**src/rtl/mem_arb_if.sv**
```systemverilog
// Fetch, data and memory request/response bundle for mem_arb.
// slave = arbiter view, master = requesters plus memory (environment) view.
interface mem_arb_if;
    logic        i_req;
    logic [31:0] i_addr;
    logic        i_gnt;
    logic        i_rvalid;
    logic [31:0] i_rdata;
    logic        i_err;

    logic        d_req;
    logic        d_we;
    logic [31:0] d_addr;
    logic [31:0] d_wdata;
    logic [3:0]  d_wstrb;
    logic        d_gnt;
    logic        d_rvalid;
    logic [31:0] d_rdata;
    logic        d_err;

    logic        m_req;
    logic        m_we;
    logic [31:0] m_addr;
    logic [31:0] m_wdata;
    logic [3:0]  m_wstrb;
    logic        m_gnt;
    logic        m_rvalid;
    logic [31:0] m_rdata;

    modport slave (
        input  i_req, i_addr,
        output i_gnt, i_rvalid, i_rdata, i_err,
        input  d_req, d_we, d_addr, d_wdata, d_wstrb,
        output d_gnt, d_rvalid, d_rdata, d_err,
        output m_req, m_we, m_addr, m_wdata, m_wstrb,
        input  m_gnt, m_rvalid, m_rdata
    );

    modport master (
        output i_req, i_addr,
        input  i_gnt, i_rvalid, i_rdata, i_err,
        output d_req, d_we, d_addr, d_wdata, d_wstrb,
        input  d_gnt, d_rvalid, d_rdata, d_err,
        input  m_req, m_we, m_addr, m_wdata, m_wstrb,
        output m_gnt, m_rvalid, m_rdata
    );
endinterface

```
**src/rtl/mem_arb.sv**
```systemverilog
// Two-port (fetch/data) arbiter onto one memory port, one outstanding transaction, data priority with fetch anti-starvation.
// Latency: grant combinational from m_gnt, response earliest the cycle after grant, passed through combinationally.
// Backpressure: requesters hold req/payload until gnt; optional watchdog (MEM_ARB_TIMEOUT_EN) ends a stuck WAIT with err.
module mem_arb #(
    parameter int STARVE_LIMIT = 4,
    parameter int TIMEOUT_CYC  = 255
) (
    input logic       clk,
    input logic       rst,
    mem_arb_if.slave  bus
);

    if (STARVE_LIMIT < 1 || STARVE_LIMIT > 7 || TIMEOUT_CYC < 1 || TIMEOUT_CYC > 255) begin : g_bad_param
        $error("mem_arb: STARVE_LIMIT must be 1..7 and TIMEOUT_CYC 1..255");
    end

    typedef enum logic [1:0] {
        IDLE   = 2'd0,
        WAIT_I = 2'd1,
        WAIT_D = 2'd2
    } state_t;

    localparam logic [2:0] STARVE_MAX = 3'(STARVE_LIMIT);

    state_t     state;
    state_t     state_nxt;
    logic [2:0] starve_cnt;
    logic [2:0] starve_nxt;
    logic       pick_i;
    logic       pick_d;
    logic       timeout;

`ifdef MEM_ARB_TIMEOUT_EN
    localparam logic [7:0] WD_LAST = 8'(TIMEOUT_CYC - 1);

    logic [7:0] wd_cnt;

    // Held at zero in IDLE so every WAIT starts counting from zero.
    always_ff @(posedge clk or posedge rst) begin
        if (rst) begin
            wd_cnt <= 8'd0;
        end else if (state == IDLE) begin
            wd_cnt <= 8'd0;
        end else if (!bus.m_rvalid) begin
            wd_cnt <= wd_cnt + 8'd1;
        end
    end

    assign timeout = (state != IDLE) && (wd_cnt == WD_LAST) && !bus.m_rvalid;
`else
    assign timeout = 1'b0;
`endif

    always_ff @(posedge clk or posedge rst) begin
        if (rst) begin
            state      <= IDLE;
            starve_cnt <= 3'd0;
        end else begin
            state      <= state_nxt;
            starve_cnt <= starve_nxt;
        end
    end

    always_comb begin
        state_nxt    = state;
        starve_nxt   = starve_cnt;
        pick_i       = 1'b0;
        pick_d       = 1'b0;
        bus.m_req    = 1'b0;
        bus.m_we     = 1'b0;
        bus.m_addr   = 32'd0;
        bus.m_wdata  = 32'd0;
        bus.m_wstrb  = 4'd0;
        bus.i_gnt    = 1'b0;
        bus.i_rvalid = 1'b0;
        bus.i_rdata  = 32'd0;
        bus.i_err    = 1'b0;
        bus.d_gnt    = 1'b0;
        bus.d_rvalid = 1'b0;
        bus.d_rdata  = 32'd0;
        bus.d_err    = 1'b0;

        // Outputs are forced low for the whole reset pulse, even with requests present.
        if (!rst) begin
            unique case (state)
                IDLE: begin
                    pick_i = bus.i_req && (!bus.d_req || starve_cnt == STARVE_MAX);
                    pick_d = bus.d_req && !pick_i;
                    if (pick_i) begin
                        bus.m_req   = 1'b1;
                        bus.m_addr  = bus.i_addr;
                        bus.m_wstrb = 4'hF;
                        bus.i_gnt   = bus.m_gnt;
                        if (bus.m_gnt) begin
                            state_nxt  = WAIT_I;
                            starve_nxt = 3'd0;
                        end
                    end else if (pick_d) begin
                        bus.m_req   = 1'b1;
                        bus.m_we    = bus.d_we;
                        bus.m_addr  = bus.d_addr;
                        bus.m_wdata = bus.d_wdata;
                        bus.m_wstrb = bus.d_wstrb;
                        bus.d_gnt   = bus.m_gnt;
                        if (bus.m_gnt) begin
                            state_nxt = WAIT_D;
                            if (!bus.i_req) begin
                                starve_nxt = 3'd0;
                            end else if (starve_cnt != STARVE_MAX) begin
                                starve_nxt = starve_cnt + 3'd1;
                            end
                        end
                    end
                end
                WAIT_I: begin
                    if (bus.m_rvalid) begin
                        bus.i_rvalid = 1'b1;
                        bus.i_rdata  = bus.m_rdata;
                        state_nxt    = IDLE;
                    end else if (timeout) begin
                        bus.i_rvalid = 1'b1;
                        bus.i_err    = 1'b1;
                        state_nxt    = IDLE;
                    end
                end
                WAIT_D: begin
                    if (bus.m_rvalid) begin
                        bus.d_rvalid = 1'b1;
                        bus.d_rdata  = bus.m_rdata;
                        state_nxt    = IDLE;
                    end else if (timeout) begin
                        bus.d_rvalid = 1'b1;
                        bus.d_err    = 1'b1;
                        state_nxt    = IDLE;
                    end
                end
                default: state_nxt = IDLE;
            endcase
        end
    end

endmodule

```
**src/flat_wrapper.sv**
```systemverilog
// flat-port wrapper written by rule: the top's interface ports become plain ports
module mem_arb_flat 
#(
    parameter int STARVE_LIMIT = 4,
    parameter int TIMEOUT_CYC  = 255
)
  (clk, rst, bus_i_req, bus_i_addr, bus_i_gnt, bus_i_rvalid, bus_i_rdata, bus_i_err, bus_d_req, bus_d_we, bus_d_addr, bus_d_wdata, bus_d_wstrb, bus_d_gnt, bus_d_rvalid, bus_d_rdata, bus_d_err, bus_m_req, bus_m_we, bus_m_addr, bus_m_wdata, bus_m_wstrb, bus_m_gnt, bus_m_rvalid, bus_m_rdata);
  mem_arb_if bus_i ();
  input logic clk;
  input logic rst;
  input wire logic [$bits(bus_i.i_req)-1:0] bus_i_req;
  input wire logic [$bits(bus_i.i_addr)-1:0] bus_i_addr;
  output wire logic [$bits(bus_i.i_gnt)-1:0] bus_i_gnt;
  output wire logic [$bits(bus_i.i_rvalid)-1:0] bus_i_rvalid;
  output wire logic [$bits(bus_i.i_rdata)-1:0] bus_i_rdata;
  output wire logic [$bits(bus_i.i_err)-1:0] bus_i_err;
  input wire logic [$bits(bus_i.d_req)-1:0] bus_d_req;
  input wire logic [$bits(bus_i.d_we)-1:0] bus_d_we;
  input wire logic [$bits(bus_i.d_addr)-1:0] bus_d_addr;
  input wire logic [$bits(bus_i.d_wdata)-1:0] bus_d_wdata;
  input wire logic [$bits(bus_i.d_wstrb)-1:0] bus_d_wstrb;
  output wire logic [$bits(bus_i.d_gnt)-1:0] bus_d_gnt;
  output wire logic [$bits(bus_i.d_rvalid)-1:0] bus_d_rvalid;
  output wire logic [$bits(bus_i.d_rdata)-1:0] bus_d_rdata;
  output wire logic [$bits(bus_i.d_err)-1:0] bus_d_err;
  output wire logic [$bits(bus_i.m_req)-1:0] bus_m_req;
  output wire logic [$bits(bus_i.m_we)-1:0] bus_m_we;
  output wire logic [$bits(bus_i.m_addr)-1:0] bus_m_addr;
  output wire logic [$bits(bus_i.m_wdata)-1:0] bus_m_wdata;
  output wire logic [$bits(bus_i.m_wstrb)-1:0] bus_m_wstrb;
  input wire logic [$bits(bus_i.m_gnt)-1:0] bus_m_gnt;
  input wire logic [$bits(bus_i.m_rvalid)-1:0] bus_m_rvalid;
  input wire logic [$bits(bus_i.m_rdata)-1:0] bus_m_rdata;
  assign bus_i.i_req = bus_i_req;
  assign bus_i.i_addr = bus_i_addr;
  assign bus_i_gnt = bus_i.i_gnt;
  assign bus_i_rvalid = bus_i.i_rvalid;
  assign bus_i_rdata = bus_i.i_rdata;
  assign bus_i_err = bus_i.i_err;
  assign bus_i.d_req = bus_d_req;
  assign bus_i.d_we = bus_d_we;
  assign bus_i.d_addr = bus_d_addr;
  assign bus_i.d_wdata = bus_d_wdata;
  assign bus_i.d_wstrb = bus_d_wstrb;
  assign bus_d_gnt = bus_i.d_gnt;
  assign bus_d_rvalid = bus_i.d_rvalid;
  assign bus_d_rdata = bus_i.d_rdata;
  assign bus_d_err = bus_i.d_err;
  assign bus_m_req = bus_i.m_req;
  assign bus_m_we = bus_i.m_we;
  assign bus_m_addr = bus_i.m_addr;
  assign bus_m_wdata = bus_i.m_wdata;
  assign bus_m_wstrb = bus_i.m_wstrb;
  assign bus_i.m_gnt = bus_m_gnt;
  assign bus_i.m_rvalid = bus_m_rvalid;
  assign bus_i.m_rdata = bus_m_rdata;
  mem_arb #(.STARVE_LIMIT(STARVE_LIMIT), .TIMEOUT_CYC(TIMEOUT_CYC)) u_core (.clk(clk), .rst(rst), .bus(bus_i));
endmodule
```
**config.mk**
```make
export PLATFORM = sky130hd
export DESIGN_NAME = mem_arb_flat
export DESIGN_NICKNAME = d
export VERILOG_FILES = /design/src/rtl/mem_arb_if.sv /design/src/rtl/mem_arb.sv /design/src/flat_wrapper.sv
export SDC_FILE = /design/constraint.sdc
export NUM_CORES = 1
export LEC_CHECK = 0
export ABC_AREA = 0
export CAP_MARGIN = 10
export CELL_PAD_IN_SITES_DETAIL_PLACEMENT = 0
export CELL_PAD_IN_SITES_GLOBAL_PLACEMENT = 1
export CORE_ASPECT_RATIO = 0.9
export CORE_UTILIZATION = 14
export DETAILED_ROUTE_END_ITERATION = 6
export PLACE_DENSITY_LB_ADDON = 0.08
export SETUP_SLACK_MARGIN = 0.1
export SLEW_MARGIN = 30
export SYNTH_ARGS = -nofsm -noshare
export SYNTH_HDL_FRONTEND = slang
export SYNTH_SLANG_ARGS = --single-unit
```
**constraint.sdc**
```tcl
create_clock -name clk -period 2.6 [get_ports clk]
set_input_delay 0.52 -clock clk [delete_from_list [all_inputs] [get_ports clk]]
set_output_delay 0.52 -clock clk [all_outputs]
set_load 0.01 [all_outputs]
```
* After elaboration in Yosys (flattened, before gate mapping)
Cells that the tools add are included.
** Word-level totals
- Memories :: 0
- Memory bits (writable) :: 0
- Output and inout bits :: 140
- Bits in registers :: 5
- Bits in read-only memories :: 0
- Word-level logic and storage cells :: 74
- Bits in latches :: 0
- Input port bits :: 139
** Cells by class
- Reductions and logical operators :: 10
- Multiply operators :: 0
- Equal/unequal tests :: 11
- Divide/modulo/power cells :: 0
- Add/subtract/negate cells :: 1
- Bitwise gates (word level) :: 1
- Multiplexer cells :: 49
- Order comparisons :: 0
- Shift-type cells :: 0
** Operator list (count)
- 2-to-1 mux 32 bit :: 13
- 2-to-1 mux 1 bit :: 20
- 2-to-1 mux 3 bit :: 6
- 2-to-1 mux 4 bit :: 4
- 2-to-1 mux 2 bit :: 5
- != test 3 bit, second input constant :: 3
- != test 3 x 1 -> 1 bit, second input constant :: 2
- AND reduction 6 bit :: 1
- AND reduction 5 bit :: 1
- != test 2 bit, second input constant :: 2
- one-hot mux 2 bit (2 select lines) :: 1
- adder 3 x 1 -> 3 bit, second input constant :: 1
- equality test 3 bit, second input constant :: 1
- equality test 2 x 1 -> 1 bit, second input constant :: 1
- equality test 2 bit, second input constant :: 1
- logical AND 1 bit :: 2
- zero test 1 bit :: 2
- zero test 2 bit :: 1
- != test 2 x 1 -> 1 bit, second input constant :: 1
- nonzero test 2 bit :: 1
- OR reduction 2 bit :: 1
- logical OR 1 bit :: 1
- inverter 1 bit :: 1

* Depth between registers and ports, before layout
Gate-level depths: netlist of run 1.
- Word-level depth :: 9
- Mapped depth :: 7
- Mapped depth without buffers :: 5

* Least setup slack after synthesis of run 1
Ideal clock, no wire load.
- Path type :: register to output
- Start point :: reg u_core.starve_cnt[0]
- End point :: out bus_m_addr[21]
- Slack :: 0.623 ns
- Cell stages (with the launch flop) :: 8
- Required time :: 2.080 ns
- Arrival :: 1.457 ns
- Path buffers :: 2
- Path through :: dfrtp_1 > inv_1 > ha_1 > a21bo_1 > buf_2 > clkbuf_1 > nand3_1 > a21oi_1
** Between the ends
- Longest elaborated chain between the ends :: 9
** Ends and longest elaborated chain
- from (decl) :: line mem_arb.sv:27 : logic [2:0] starve_cnt;
- from (signal assigned) :: line mem_arb.sv:60 : starve_cnt <= starve_nxt;
- equality test 3 bit * :: line mem_arb.sv:87 : pick_i = bus.i_req && (!bus.d_req || starve_cnt == STARVE_MAX);
- logical OR 1 bit * :: line mem_arb.sv:87
- logical AND 1 bit * :: line mem_arb.sv:87
- zero test 1 bit :: line mem_arb.sv:88 : pick_d = bus.d_req && !pick_i;
- logical AND 1 bit :: line mem_arb.sv:88
- 2-to-1 mux 32 bit :: line mem_arb.sv:98 : end else if (pick_d) begin
- 2-to-1 mux 32 bit * :: line mem_arb.sv:89 : if (pick_i) begin
- 2-to-1 mux 32 bit * :: line mem_arb.sv:85 : unique case (state)
- 2-to-1 mux 32 bit * :: line mem_arb.sv:84 : if (!rst) begin
- to (decl) :: line flat_wrapper.sv:28 : output wire logic [$bits(bus_i.m_addr)-1:0] bus_m_addr;
Every way passes the cells marked *; elsewhere a longest branch is shown, timed or not.

* Final worst setup path of run 1
- Start point :: in rst
- End point :: out bus_i_rdata[12]
** Between the ends
- Longest elaborated chain between the ends :: 1
** Ends and longest elaborated chain
- from (decl) :: line flat_wrapper.sv:10 : input logic rst;
- 2-to-1 mux 32 bit :: line mem_arb.sv:84
- to (decl) :: line flat_wrapper.sv:15 : output wire logic [$bits(bus_i.i_rdata)-1:0] bus_i_rdata;
Every way passes these cells.

==> metrics.txt, run 1 <==
Layout area overhead=179%; drt total wl=12,100 µm; # port buffers=276; Post-synth EDFFs=0; vias in the first global route=2,902; Filler cells=1,315; via count=3,087; Synth Instances=277; Worst Path Required=2.08 ns; DR WL/cell=16.9 µm; status=complete, no violations; slowest CP cell=clkdlybuf4s50_1; post-synth cell types=32; CTS tree=built; Placeable Area=12,200 µm²; die width=120 µm; GRT Resource Usage Total=17.0%; area occupied by multi-input gates=1520 µm²; drt pass-1 iters=4; root buffer cell=clkbuf_16; global-route wire length before repair=17,000 µm; Post-Place Cells=708; crit-path cells=dlygate4sd2_1 -> inv_2 -> and3_4 -> buf_12 -> and2_1 -> clkdlybuf4s50_1; Core Util, Final=40.4%; # IOs=279; row cnt=38; min cycle time layout=2.43 ns; Peak VDD IR=0.000230 V; Worst-Skew Late Latency=0.23 ns; final cell count without fillers=716; antenna-violating nets left=0; die extent in y=108 µm; largest net degree at the start of global routing=34; Clock Path Buffers=2; 1st-iter DRT viols=89; final layout net count=701; Critical Path AT=1.91 ns; crit share post-route=93.4%; n_diodes=0; global route overflow=0; total power=1.61 mW; die area=13,000 µm²; Fin. Hold Viols=0; share of cells above drive strength 1=11.7%; Max-Cap Viols=0; RSZ-0062 raised after global routing=yes; CP max FO=33; PD cells=327 nW/µm²; Final Slew Violations=0; clock-pin slew on the worst setup and hold paths=0.04 ns; flops & latches, synth=5; total CTS buffers=3; CTS Sinks=5; Syn Area/Cell=6.35 µm²; register area share after synthesis=7.11%; crit start category=primary input; Min-Delay Path Class=in2async; hold buffer count at cts=0; Reg area=125 µm²; Setup Skew=0.00567 ns; Final setup viols=0; crit path capture type=output pin; fmax=412 MHz; kind of critical path=in2out; critical path's largest stage delay=0.53 ns; antenna violations before repair=0; vias per cell=4.31; Top FF cell, synth=dfrtp_1; DRC=0; HPWL Detailed=9860 µm; htree depth=1; asr flop ratio synth=100%; gpl congestion=0.838; Mapped Area=1760 µm²; Initial Util=14.5%; Pleak=2.44 nW; yosys synthesis warning count=0
==> report_power, final <==
group	switching, mW	internal (mW)	total [mW]	leakage, nW
combinational	0.552	0.679	1.23	2.33
sequential	0.0178	0.102	0.120	0.0673
clock	0.0520	0.203	0.255	0.0382
==> critical path, delay by kind of cell <==
kind,cells,cell delay (ns)
AND/OR/NAND/NOR,2,0.33
buffers and inverters,4,1.04
==> cell type report <==
type	instances	area share, %
multi-input cells	232	30.8
inverters	8	0.611
flip-flops and latches	5	2.55
clock buffers	4	1.60
repair buffers	307	60.3
well taps	160	4.07
==> kinds of logic after synthesis <==
| group | count (synthesis) | synth area share (%) |
|---|---|---|
| AO/OA/AOI/OAI | 83 | 31.3 |
| adder cells (fa/ha/maj) | 5 | 3.56 |
| buffers and inverters | 41 | 9.81 |
| flip-flops | 5 | 7.11 |
| other | 1 | 0.213 |
| AND/OR/NAND/NOR | 142 | 48.0 |
==> per-layer routing <==
| metal | global-route usage, % | wire, µm | vias to the layer above |
|---|---|---|---|
| met1 | 19.9 | 4930 | 1402 |
| met5 | 0 | 0 | - |
| li1 | - | - | 1521 |
| met3 | 3.69 | 946 | 6 |
| met2 | 31.7 | 6130 | 158 |
| met4 | 3.30 | 119 | 0 |
==> worst paths after layout <==
check,slack [ns],to,cells past startpoint,start
max in group asynchronous,2.02,u_core.starve_cnt[0]$_DFFE_PP0P_,3,rst
worst min register to register,0.58,u_core.state[0]$_DFFE_PP0P_,2,u_core.state[0]$_DFFE_PP0P_
worst max-delay path,0.17,bus_i_rdata[12],6,rst
worst min-delay path,0.46,u_core.state[0]$_DFFE_PP0P_,3,rst
min in group clk,0.58,u_core.state[0]$_DFFE_PP0P_,2,u_core.state[0]$_DFFE_PP0P_
worst max register to register,0.91,u_core.starve_cnt[0]$_DFFE_PP0P_,6,u_core.state[1]$_DFFE_PP0P_
==> synthesized netlist by cell type, drive strengths merged, types with 2 or more instances <==
| master | n | share of area [%] |
|---|---|---|
| and2 | 97 | 34 |
| a21oi | 34 | 9.7 |
| nand3 | 32 | 9.1 |
| o211ai | 32 | 14 |
| buf | 17 | 4.7 |
| clkbuf | 16 | 3.4 |
| inv | 8 | 1.7 |
| dfrtp | 5 | 7.1 |
| ha | 5 | 3.6 |
| o21a | 5 | 2.1 |
| and3 | 3 | 1.1 |
| nor2 | 3 | 0.64 |
| o21ai | 3 | 1.1 |
| nand2 | 2 | 0.43 |
| nand2b | 2 | 0.71 |
| o22ai | 2 | 0.71 |
==> what timing repair did <==
action                                  CTS  global route
gates resized for setup                 131            30
buffers inserted                          3             0
endpoints found under the setup margin  138            59
gates cloned                              1             0
pin swaps                                 2             0
==> registers in the layout, indices dropped and copies added, names as in the netlist <==
name and flops:
u_core.starve_cnt 3, u_core.state 2
==> cell usage in the layout (no fill, tap or decap), drive strengths merged <==
cell	instances
o311ai	1
inv	8
and2b	1
a21oi	34
o22ai	2
o2bb2ai	1
o211ai	32
dlygate4sd2	79
ha	5
and4	1
nor2	3
o2111ai	1
buf	30
o21ai	3
clkdlybuf4s15	2
nand2	2
clkdlybuf4s50	167
o211a	1
nand2b	2
and2	97
and3	3
clkbuf	20
conb	2
dlymetal6s2s	12
a221oi	1
dfrtp	5
or4	1
o21a	5
nand3	32
a21bo	1
bufbuf	1
a41o	1
==> metrics by stage <==
step | TNS, ns | hold slack (ns) | setup slack [ns] | area, µm²
2_1_floorplan | 0 | 0.282 | 0.623 | 1760
3_3_place_gp | -17.51 | 0.492 | -0.225 | 4850
3_5_place_dp | -18.12 | 0.496 | -0.243 | 4850
4_1_cts | -0.595 | 0.455 | -0.0331 | 4950
5_1_grt | 0 | 0.492 | 0.0907 | 4910
6_report | 0 | 0.459 | 0.172 | 4910
Note: power is estimated with default switching activity, not from simulation.
==> run 2: changes to the inputs <==
Settings changed: CELL_PAD_IN_SITES_DETAIL_PLACEMENT 0 to not set, CELL_PAD_IN_SITES_GLOBAL_PLACEMENT 1 to not set, CORE_AREA set to 2 2 110 112, CORE_ASPECT_RATIO 0.9 to not set, CORE_UTILIZATION 14 to not set, CTS_BUF_LIST set to sky130_fd_sc_hd__clkbuf_8, DIE_AREA set to 0 0 112 114.
==> run 2 against run 1 <==
Against the previous run: hold slack better by 0.10 ns; largest cell class unchanged; combinational power is 3% higher; sequential share of layout area hardly changed; highest routed layer unchanged; clock power is 45% lower; clock skew is 0.0044 ns lower; largest power group unchanged; maximum frequency is 1.4% lower; clock-buffer cell count is 1 lower; first-iteration DRC count is 2.2% lower; power is 4.9% lower; non-clock buffer count is 5 higher; critical endpoint is now bus_i_rdata[24].
==> metrics.txt, run 2 (synthesized netlist as in run 1, its figures left out) <==
Top reg by flops=u_core.starve_cnt; Peak VDD IR=0.000210 V (-8.9%); crit share post-route=94.7% (+1.3 points); CP top delay family=buffers and inverters; worst slack at placement=-0.391 ns (-0.148 ns); Layout area overhead=184%; n_diodes=0 (unchanged); Min-Delay Path Class=reg2reg; Filler cells=1,209 (-8.1%); most frequent cells in the layout=clkdlybuf4s50_1 (136), and2_1 (97), dlygate4sd2_1 (65), clkdlybuf4s15_1 (57), a21oi_1 (33); Setup Skew=0.00130 ns (-0.00438 ns); global route overflow=0 (unchanged); # port buffers=276 (unchanged); Critical Path Stages=7 (+1); Critical R2R Launch=u_core.state[1]$_DFFE_PP0P_; crit start category=primary input; slowest CP cell=clkdlybuf4s50_1; die extent in y=114 µm (+5.2%); CP Capture Point=bus_i_rdata[24]; min cycle time layout=2.46 ns (+0.0346 ns); crit path capture type=output pin; antenna violations before repair=0 (unchanged); setup ws final=0.138 ns (-0.0346 ns); # IOs=279 (unchanged); Max-Cap Viols=0 (unchanged); Worst Path Required=2.08 ns (about the same); global-route wire length before repair=16,000 µm (-5.7%); Fin. Hold Viols=0 (unchanged); die width=112 µm (-6.8%); fmax=406 MHz (-1.4%); HPWL Detailed=8240 µm (-16%); Post-Place Cells=696 (-1.7%); largest net degree at the start of global routing=35 (+2.9%); R2R Path End=u_core.starve_cnt[2]$_DFFE_PP0P_; total power=1.53 mW (-4.9%); GRT Resource Usage Total=15.3% (-1.7 points); die area=12,800 µm² (-1.9%); DRC=0 (unchanged); max reg flops=3 (unchanged); Initial Util=15.0% (+0.57 points); DR WL/cell=15.8 µm (-6.6%); Placeable Area=11,700 µm² (-3.8%); final instance area=5000 µm² (+1.7%); share of cells above drive strength 1=13.3% (+1.6 points); vias in the first global route=2,893 (-0.31%); hold buffer count at cts=0 (unchanged); top flop regs=u_core.starve_cnt x3, u_core.state x2; Area after DPL=4850 µm² (about the same); gpl congestion=0.767 (-8.5%); critical path's largest stage delay=0.47 ns (-0.06 ns); CP max FO=17 (-48%); 1st-iter DRT viols=87 (-2.2%); CTS Sinks=5 (unchanged); crit-path cells=clkdlybuf4s50_1 -> buf_4 -> inv_2 -> and3_4 -> buf_12 -> and2_1 -> dlygate4sd2_1; final layout net count=710 (+1.3%); commonest non-fill, non-tap cell in the layout=clkdlybuf4s50_1; Clock Path Buffers=2 (unchanged); Pleak=2.28 nW (-6.5%); final cell count without fillers=712 (-0.56%); drt total wl=11,300 µm (-7.1%); Final setup viols=0 (unchanged); WP buf/inv=5 (+1); CP startpoint=rst; antenna-violating nets left=0 (unchanged); PD cells=306 nW/µm² (-6.5%); Worst-Skew Late Latency=0.22 ns (about the same); root buffer cell=clkbuf_8; via count=3,151 (+2.1%); total CTS buffers=3 (unchanged); vias per cell=4.43 (+2.6%); clock-pin slew on the worst setup and hold paths=0.04 ns (about the same); reg2reg setup slack=0.85 ns (-0.06 ns); RSZ-0062 raised after global routing=yes; row cnt=40 (+5.3%); drt pass-1 iters=4 (unchanged); Core Util, Final=42.7% (+2.3 points); htree depth=1 (unchanged); CTS tree=built; status=complete, no violations; Critical Path AT=1.94 ns (+0.03 ns); Final Slew Violations=0 (unchanged); kind of critical path=in2out; R2R cell count=7 (+1)
## run 2: cell count changes in the layout (fill, tap and decap cells not counted), moves of 3 or more
cell / change
dlymetal6s2s_1: -11
clkbuf_8: +3
o211a_4: +4
clkdlybuf4s50_1: -31
inv_2: -4
inv_1: +5
dlygate4sd2_1: -14
clkdlybuf4s15_1: +55
buf_4: +4
## run 2: worst min path at each step
stage,startpoint,to,slack [ns],cells past startpoint
floorplan,rst,u_core.starve_cnt[0]$_DFFE_PP0P_,0.28,1
global placement,u_core.starve_cnt[2]$_DFFE_PP0P_,u_core.starve_cnt[2]$_DFFE_PP0P_,0.53,1
detailed placement,u_core.starve_cnt[2]$_DFFE_PP0P_,u_core.starve_cnt[2]$_DFFE_PP0P_,0.54,1
CTS,u_core.starve_cnt[0]$_DFFE_PP0P_,u_core.starve_cnt[0]$_DFFE_PP0P_,0.56,2
global route,u_core.starve_cnt[0]$_DFFE_PP0P_,u_core.starve_cnt[0]$_DFFE_PP0P_,0.58,2
finish,u_core.starve_cnt[0]$_DFFE_PP0P_,u_core.starve_cnt[0]$_DFFE_PP0P_,0.56,2
## run 2: routing by layer
metal  routed length [µm]  vias to the layer above  track usage, %  part of all wire [%]
met5                    0                        -               0                     0
met4                   76                        0            1.30                  0.68
met3                  818                       10            3.88                   7.3
met2                 5940                      148            30.2                    53
met1                 4420                     1437            17.3                    39
li1                     -                     1556               -                     -
## run 2: final cells by class
cell class	count	area (µm²)	area share [%]
multi-input combinational	236	1610	32.1
clock inverter	1	3.75	0.0751
tap	147	184	3.68
timing repair buffer	312	3010	60.2
sequential	5	125	2.50
inverter	8	30.0	0.601
clock buffer	3	41.3	0.826
## run 2: repair_timing
action / CTS / global route
resized for setup: 167 / 92
buffers inserted: 5 / 0
endpoints found under the setup margin: 138 / 106
pin swaps: 2 / 0
gates cloned: 3 / 4
hold endpoints to repair: 0 / 0
## run 2: tightest hold or removal path, cell delays in order (launching register included)
cell and delay (ns):
dfrtp_1 0.34, buf_4 0.13, o21ai_2 0.05
## run 2: through the flow
stage	hold WS [ns]	TNS, ns
3_3_place_gp	0.525	-26.60
5_1_grt	0.584	0
6_report	0.563	0
4_1_cts	0.564	-0.115
2_1_floorplan	0.282	0
3_5_place_dp	0.536	-27.75
## run 2: report_power, final
group	switching, mW	internal (mW)	total [mW]
Clock	0.0396	0.101	0.141
Combinational	0.578	0.693	1.27
Sequential	0.0148	0.102	0.117
==> run 3: changes to the inputs <==
Settings changed: REMOVE_ABC_BUFFERS set to 1.
==> run 3 against run 2 <==
Against the previous run: hold slack got worse by 0.016 ns; core utilization fell by 1.3 points; global-route usage increased by 0.38 points; worst setup slack improved by 0.011 ns; sequential cell count unchanged; final area shrank 3.0%; critical path type unchanged; largest power group unchanged; highest routed layer unchanged.
==> metrics.txt, run 3 (synthesized netlist as in run 1, its figures left out) <==
die extent in y=114 µm (unchanged); # port buffers=276 (unchanged); Worst Path Required=2.08 ns (about the same); Setup Skew=0.00377 ns (+0.00247 ns); crit share post-route=94.3% (-0.41 points); R2R Path End=u_core.starve_cnt[0]$_DFFE_PP0P_; global route overflow=0 (unchanged); DR WL/cell=15.3 µm (-3.2%); root buffer cell=clkbuf_8; crit-path cells=clkdlybuf4s50_1 -> and3_4 -> bufbuf_16 -> and2_1 -> dlygate4sd2_1; top flop regs=u_core.starve_cnt x3, u_core.state x2; WHS=0.547 ns (-0.0159 ns); drt total wl=10,700 µm (-4.5%); CP startpoint=bus_m_rvalid; CP top delay family=buffers and inverters; WP buf/inv=3 (-2); worst slack at placement=-0.262 ns (+0.129 ns); HPWL Detailed=8710 µm (+5.7%); Max-Cap Viols=0 (unchanged); antenna-violating nets left=0 (unchanged); Critical Path AT=1.93 ns (about the same); Clock Path Buffers=2 (unchanged); final instance area=4850 µm² (-3.0%); CP max FO=16 (-1); RSZ-0062 raised after global routing=no; total power=1.43 mW (-6.5%); min cycle time layout=2.45 ns (-0.0106 ns); Final setup viols=0 (unchanged); die area=12,800 µm² (unchanged); Fin. Hold Viols=0 (unchanged); final layout net count=699 (-1.5%); reg2reg setup slack=0.88 ns (+0.03 ns); Placeable Area=11,700 µm² (unchanged); Peak VDD IR=0.000179 V (-15%); GRT Resource Usage Total=15.7% (+0.38 points); die width=112 µm (unchanged); Filler cells=1,249 (+3.3%); Initial Util=15.0% (unchanged); commonest non-fill, non-tap cell in the layout=clkdlybuf4s50_1; drt pass-1 iters=4 (unchanged); gpl congestion=0.809 (+5.4%); CTS tree=built; Core Util, Final=41.4% (-1.3 points); setup ws final=0.149 ns (+0.0106 ns); vias in the first global route=3,058 (+5.7%); final cell count without fillers=702 (-1.4%); CTS Sinks=5 (unchanged); Area after DPL=4830 µm² (-0.41%); crit path capture type=output pin; Final Slew Violations=0 (unchanged); max reg flops=3 (unchanged); via count=3,028 (-3.9%); most frequent cells in the layout=clkdlybuf4s50_1 (137), dlygate4sd2_1 (120), and2_1 (97), a21oi_1 (33); row cnt=40 (unchanged); PD cells=295 nW/µm² (-3.6%); antenna violations before repair=1 (+1); fmax=408 MHz (+0.43%); largest net degree at the start of global routing=34 (-2.9%); Min-Delay Path Class=in2async; slowest CP cell=clkdlybuf4s50_1; area occupied by multi-input gates=1520 µm² (-5.5%); post-CTS setup buffers=0 (-5); 1st-iter DRT viols=131 (+51%); hold buffer count at cts=0 (unchanged); kind of critical path=in2out; DRC=0 (unchanged); total CTS buffers=3 (unchanged); global-route wire length before repair=16,200 µm (+1.6%); Post-Place Cells=695 (-0.14%); Pleak=2.48 nW (+9.1%); CP Capture Point=bus_d_rdata[23]; vias per cell=4.31 (-2.5%); status=complete, no violations; share of cells above drive strength 1=9.75% (-3.5 points); Critical Path Stages=5 (-2); # IOs=279 (unchanged); Top reg by flops=u_core.starve_cnt; Layout area overhead=176%; htree depth=1 (unchanged); clock-pin slew on the worst setup and hold paths=0.04 ns (about the same); Reg area=125 µm² (unchanged); Worst-Skew Late Latency=0.23 ns (about the same); crit start category=primary input; R2R cell count=6 (-1); Critical R2R Launch=u_core.state[0]$_DFFE_PP0P_; critical path's largest stage delay=0.50 ns (+0.03 ns); Sum Neg Setup Slack=0 ns (unchanged)
-- run 3: cell count changes in the layout (fill, tap and decap cells not counted), sizes merged --
cell,before,now
clkdlybuf4s50,136,137
buf,35,27
clkinv,0,1
inv,9,8
clkdlybuf4s15,58,9
dlygate4sd2,65,120
o211a,5,1
dlymetal6s2s,1,6
clkbuf,20,7
bufbuf,0,2
diode,0,1
-- run 3: routing by layer --
metal / part of all wire [%] / wire length, µm / track usage, % / vias up
met3: 9.5 / 1020 / 3.99 / 9
met5: 0 / 0 / 0 / -
li1: - / - / - / 1526
met4: 1.2 / 125 / 3.17 / 0
met2: 52 / 5550 / 30.8 / 171
met1: 38 / 4060 / 17.0 / 1322
-- run 3: report_power, final --
part / internal [mW] / switching [mW] / leakage (nW)
Sequential: 0.102 / 0.0156 / 0.0673
Combinational: 0.636 / 0.525 / 2.39
Clock: 0.104 / 0.0470 / 0.0255
-- run 3: layout make-up --
type,count,area share (%)
diodes,1,0.0516
clock buffers,3,0.852
clock inverters,1,0.103
inverters,8,0.620
multi-input cells,232,31.3
flip-flops and latches,5,2.58
well taps,147,3.79
repair buffers,305,60.7
-- run 3: worst min path at each step --
stage	from	endpoint	slack (ns)	depth (start not counted)
2_1_floorplan	rst	u_core.starve_cnt[0]$_DFFE_PP0P_	0.28	1
3_3_place_gp	u_core.state[1]$_DFFE_PP0P_	u_core.state[1]$_DFFE_PP0P_	0.54	2
3_5_place_dp	u_core.state[0]$_DFFE_PP0P_	u_core.state[0]$_DFFE_PP0P_	0.55	2
4_1_cts	rst	u_core.state[0]$_DFFE_PP0P_	0.55	4
5_1_grt	rst	u_core.state[0]$_DFFE_PP0P_	0.56	4
6_report	rst	u_core.state[0]$_DFFE_PP0P_	0.55	4
-- run 3: what timing repair did --
item | in CTS | in global routing
pin swaps | 0 | 1
setup endpoints to repair | 138 | 12
resized for setup | 156 | 17
gates cloned | 2 | 0
-- run 3: worst min-delay path: stages --
cell	delay, ns
dlygate4sd2_1	0.25
buf_4	0.14
inv_2	0.05
buf_4	0.15
